[config.mk]
export PLATFORM = sky130hd
export DESIGN_NAME = pe_mac_drain
export DESIGN_NICKNAME = d
export VERILOG_FILES = /design/src/rtl/pe_mac_drain.sv
export SDC_FILE = /design/constraint.sdc
export NUM_CORES = 2
export LEC_CHECK = 0
export ABC_AREA = 1
export ABC_CLOCK_PERIOD_IN_PS = 12300
export CAP_MARGIN = 20
export CORE_ASPECT_RATIO = 2
export CORE_MARGIN = 2
export CORE_UTILIZATION = 56
export CTS_BUF_LIST = sky130_fd_sc_hd__clkbuf_8
export CTS_CLUSTER_SIZE = 20
export DETAILED_ROUTE_END_ITERATION = 6
export PLACE_DENSITY_LB_ADDON = 0.1
export REMOVE_ABC_BUFFERS = 1
export SETUP_SLACK_MARGIN = 0.2
export SYNTH_ARGS = -nofsm -noshare
export SYNTH_HDL_FRONTEND = slang
export SYNTH_SLANG_ARGS = --single-unit
[constraint.sdc]
create_clock -name clk -period 12.3 [get_ports clk]
set_clock_uncertainty 0.15 [all_clocks]
set_input_delay 1.845 -clock clk [delete_from_list [all_inputs] [get_ports clk]]
set_output_delay 1.845 -clock clk [all_outputs]
set_load 0.02 [all_outputs]
[src/rtl/pe_mac_drain.sv]
// pe_mac_drain: output-stationary systolic MAC PE with saturating accumulator and ready/valid drain chain
module pe_mac_drain #(
  parameter int D_W      = 32,
  parameter int D_W_ACC  = 64,
  parameter int SIGNED   = 1,
  parameter int SATURATE = 1
) (
  input  logic               clk,
  input  logic               rst,
  input  logic               op_valid_in,
  input  logic [D_W-1:0]     in_a,
  input  logic [D_W-1:0]     in_b,
  input  logic               init,
  input  logic               flush,
  output logic               op_valid_out,
  output logic [D_W-1:0]     out_a,
  output logic [D_W-1:0]     out_b,
  input  logic [D_W_ACC-1:0] in_data,
  input  logic               in_sat,
  input  logic               in_valid,
  output logic               in_ready,
  output logic [D_W_ACC-1:0] out_data,
  output logic               out_sat,
  output logic               out_valid,
  input  logic               out_ready,
  output logic               overrun
);
  typedef enum logic {IDLE, RUN} state_t;
  state_t state, state_nx;
  logic [D_W_ACC-1:0] acc, res_data, ext_a, ext_b, prod, sum_w, clamp, acc_add;
  logic [D_W_ACC:0]   sum;
  logic               tile_sat, res_sat, res_pending;
  logic               ovf, start, close, accum, free, take_res;
  // Operands are widened in the selected mode so one modular multiply serves both
  assign ext_a = {{(D_W_ACC-D_W){(SIGNED != 0) && in_a[D_W-1]}}, in_a};
  assign ext_b = {{(D_W_ACC-D_W){(SIGNED != 0) && in_b[D_W-1]}}, in_b};
  assign prod  = ext_a * ext_b;
  assign sum   = {1'b0, acc} + {1'b0, prod};
  assign sum_w = sum[D_W_ACC-1:0];
  always_comb begin
    ovf = (SIGNED != 0)
      ? (acc[D_W_ACC-1] == prod[D_W_ACC-1]) && (sum_w[D_W_ACC-1] != acc[D_W_ACC-1])
      : sum[D_W_ACC];
    clamp = (SIGNED == 0) ? {D_W_ACC{1'b1}}
      : acc[D_W_ACC-1] ? {1'b1, {(D_W_ACC-1){1'b0}}} : {1'b0, {(D_W_ACC-1){1'b1}}};
    acc_add = (ovf && SATURATE != 0) ? clamp : sum_w;
  end
  assign start    = op_valid_in && init;
  assign close    = op_valid_in && state == RUN && (init || flush);
  assign accum    = op_valid_in && state == RUN && !init && !flush;
  assign free     = !out_valid || out_ready;
  assign take_res = free && res_pending;
  assign in_ready = free && !res_pending;
  always_comb begin
    state_nx = state;
    state_nx = start ? RUN : close ? IDLE : state;
  end
  always_ff @(posedge clk) begin
    if (rst) begin
      state        <= IDLE;
      op_valid_out <= 1'b0;
      out_a        <= '0;
      out_b        <= '0;
      acc          <= '0;
      tile_sat     <= 1'b0;
      res_data     <= '0;
      res_sat      <= 1'b0;
      res_pending  <= 1'b0;
      overrun      <= 1'b0;
      out_data     <= '0;
      out_sat      <= 1'b0;
      out_valid    <= 1'b0;
    end else begin
      state        <= state_nx;
      op_valid_out <= op_valid_in;
      out_a        <= in_a;
      out_b        <= in_b;
      if (start) begin
        acc      <= prod;
        tile_sat <= 1'b0;
      end else if (accum) begin
        acc      <= acc_add;
        tile_sat <= tile_sat || ovf;
      end
      if (close) begin
        res_data <= acc;
        res_sat  <= tile_sat;
      end
      res_pending <= close || (res_pending && !take_res);
      if (close && res_pending && !take_res) overrun <= 1'b1;
      // Own result has priority over the upstream beat
      if (free) begin
        out_valid <= res_pending || in_valid;
        if (res_pending) begin
          out_data <= res_data;
          out_sat  <= res_sat;
        end else if (in_valid) begin
          out_data <= in_data;
          out_sat  <= in_sat;
        end
      end
    end
  end
endmodule

==> run_results.csv <==
group,metric,value,unit
yosys,cell_with_the_most_instances_after_synthesis,"inv_1",
hold_path,min_from,"overrun",
timing,maxClockFrequency,86.1,MHz
yosys,synth.cells.most_frequent,"inv_1 (1809), nand2_1 (1473), fa_1 (1083), nor2_1 (505), a21oi_1 (327)",
drt,routed-via-count,44500,
worst_setup_path,ff2ff_setup_slack,8.74,ns
timing,grt_setup_unrepaired,"no",
timing,layout_min_cycle_time,11.61,ns
hold_path,hold_path_end,"overrun",
worst_setup_path,critPathLaunchType,"input port",
floorplan,start_util,56.5,%
clocking,cts_tree,"yes",
place,gp_routability_congestion,1.02,
timing,final_min_period_over_clock_period,94.4,%
global_route,grt-busiest-layer,"met2",
yosys,synthDominantCellAreaShare,41.5,%
floorplan,core,92500,um^2
drt,first_pass_iters,6,
yosys,synth.cell_area,52200,um^2
timing,worst_pin_slew,1.10,ns
timing,slew_headroom,26.5,%
yosys,ys_seq_elements,264,
worst_setup_path,critical_path.slowest_cell,"fa_1",
worst_setup_path,worst_stage_delay_on_the_critical_path,0.78,ns
timing,fin_tns_setup,0,ns
floorplan,die_width,220,um
global_route,grt_start_max_net_pins,116,
drt,number_of_nets_with_antenna_violations_after_detailed_routing,0,
global_route,grt_util_all_layers,37.5,%
hold_path,hold_path_depth,2,
clocking,root_buffer,"clkbuf_8",
global_route,use_met1,37.0,%
yosys,synth_enable_flop_cells,0,
place,place.port_buffers,268,
worst_setup_path,timing.critical_path.required,12.70,ns
floorplan,die_area,95900,um^2
drt,viasPerCell,5.41,
yosys,synthesis.instances,6817,
worst_setup_path,startpoint_of_the_worst_slack_reg_to_reg_timing_path,"acc[0]",
clocking,ctsHoldBuffers,0,
yosys,synth_cell_type_count,50,
drt,drt-initial-drc-count,2470,
worst_setup_path,timing.critical_path.fanout_max,9,
timing,final_report_setup_violation_count,0,
clocking,cts_inserted_buffers,44,
global_route,grt_first_pass_wirelength,269000,um
floorplan,io_pins,269,
timing,report.final.hold_viol_count,0,
global_route,grt-ovfl-total,0,
global_route,first_global_vias,48400,
timing,slew_viol_final,0,
hold_path,worst_hold_path_type,"reg -> reg",
job,max_cap_violations,0,
yosys,async_flop_share,0,%
floorplan,row_count,158,
clocking,source_to_sink_clock_delay_at_the_later_pin_of_the_worst_skew_pair,0.71,ns
worst_setup_path,worst-endpoint-arrival,12.02,ns
global_route,use_met2,68.0,%
drt,wl,172000,um
worst_setup_path,setup.worst_path.class,"in -> reg",
finish,nNetsFinal,8456,
global_route,groute.layer.met3.usage,5.81,%
floorplan,die_h,436,um
finish,area.growth.synth_to_final,11.6,%
clocking,htreeDepth,2,
yosys,synth-main-ff-cell,"dfxtp_1",
worst_setup_path,r2r-end,"acc[62]",
drt,drt_drc_violations_left,0,
clocking,clock_pin_transition_on_the_worst_setup_and_hold_timing_paths,0.06,ns
clocking,cts_resized,0,
finish,share_of_layout_cells_above_drive_strength_1,5.89,%
run_status,outcome,"completed",
yosys,synth_area_leader_cell,"fa_1",
global_route,antenna_found_initial,5,
clocking,cts_post_setup_buffers_inserted,0,
worst_setup_path,crit_path_end_kind,"flop",
yosys,seq_area_frac_synth,10.1,%
drt,final_routed_wire_length_divided_by_cell_count,20.9,um
clocking,clockBufferDepth,3,
clocking,cts_num_sinks,264,
yosys,synth.top_cells.by_area,"fa_1 (41%), inv_1 (13%), nand2_1 (11%)",
yosys,synth.yosys.warnings,0,
yosys,postSynthAreaPerCell,7.66,um^2
place,dp.final_hpwl,142000,um
worst_setup_path,worstRegToRegCells,20,
worst_setup_path,cp_common_cell,"fa_1",
cell families (layout without fill, tap and decap cells):
logic type,Yosys count,count (layout),synth area share (%)
other,0,4,0
AOI/OAI and AO/OA,752,752,8.23
xor gates and xnor gates,98,98,1.64
DFF,264,264,10.1
buffers and inverters,2161,2367,15.7
and+or+nand+nor,2212,2212,16.9
adders and majority gates,1330,1330,47.4
metrics by stage:
step           hold WS [ns]  instance area, um^2  utilization, %  setup slack [ns]  instances
6_report              0.322                58300            63.0             0.688       8227
3_3_place_gp          0.303                57200            61.8            0.0984       8144
2_1_floorplan         0.285                50900               -              1.32       6478
4_1_cts               0.323                58300            63.0             0.780       8223
3_5_place_dp          0.309                57200            61.8            0.0783       8144
5_1_grt               0.356                58300            63.0             0.277       8226
sequential cells by signal (all words and copies together) (netlist names), 32 cells and up:
register and cells:
res_data 64, out_data 64, acc 64, out_b 32, out_a 32
final cells by class:
class / count / area [um^2]
tap: 1200 / 1500
sequential: 264 / 5290
antenna: 4 / 10.0
inverter: 1822 / 6850
multi-input combinational: 4392 / 38800
clock inverter: 24 / 342
clock buffer: 55 / 757
fill: 8398 / 34200
timing repair buffer: 466 / 4790
layout by cell type (no fill, tap or decap), drive strengths merged:
master and instances:
nor3 20, clkbuf 55, a21oi 364, dfxtp 264
o21bai 47, diode 4, a211oi 2, o21ai 248
a221oi 1, xnor2 23, o221ai 37, nor2 517
o21a 7, bufinv 7, a31oi 12, nand2 1527
clkdlybuf4s50 267, fa 1083, inv 1824, a21boi 4
a31o 1, clkinvlp 3, buf 199, nand3b 8
nand3 104, nand2b 1, xor2 75, clkinv 12
and3 5, or2 7, ha 247, nand4 14
o211ai 8, a21o 21, nor4 9
metal layers:
layer / vias up / routed length (um)
met5: - / 53
met1: 22000 / 54000
met2: 1715 / 90500
met4: 6 / 17700
met3: 753 / 9580
li1: 20000 / -
worst max path at each step:
stage / from / endpoint / slack (ns) / depth (start not counted)
finish: in_a[31] / acc[47] / 0.69 / 39
global route: in_a[31] / acc[61] / 0.28 / 41
CTS: in_a[31] / acc[47] / 0.78 / 39
detailed placement: in_a[31] / acc[43] / 0.08 / 39
global placement: in_a[31] / acc[63] / 0.1 / 40
floorplan: in_b[5] / acc[53] / 1.32 / 38
critical path, delay by kind of cell:
family | cells | cell delay, ns
adders and majority gates | 10 | 5.18
buffers and inverters | 10 | 1.90
AOI/OAI and AO/OA | 5 | 0.80
and+or+nand+nor | 13 | 1.86
xor gates and xnor gates | 1 | 0.40
Power is left out: the tool's default activity adds up to more than one toggle a clock period on the data nets, which glitch-free logic cannot reach.
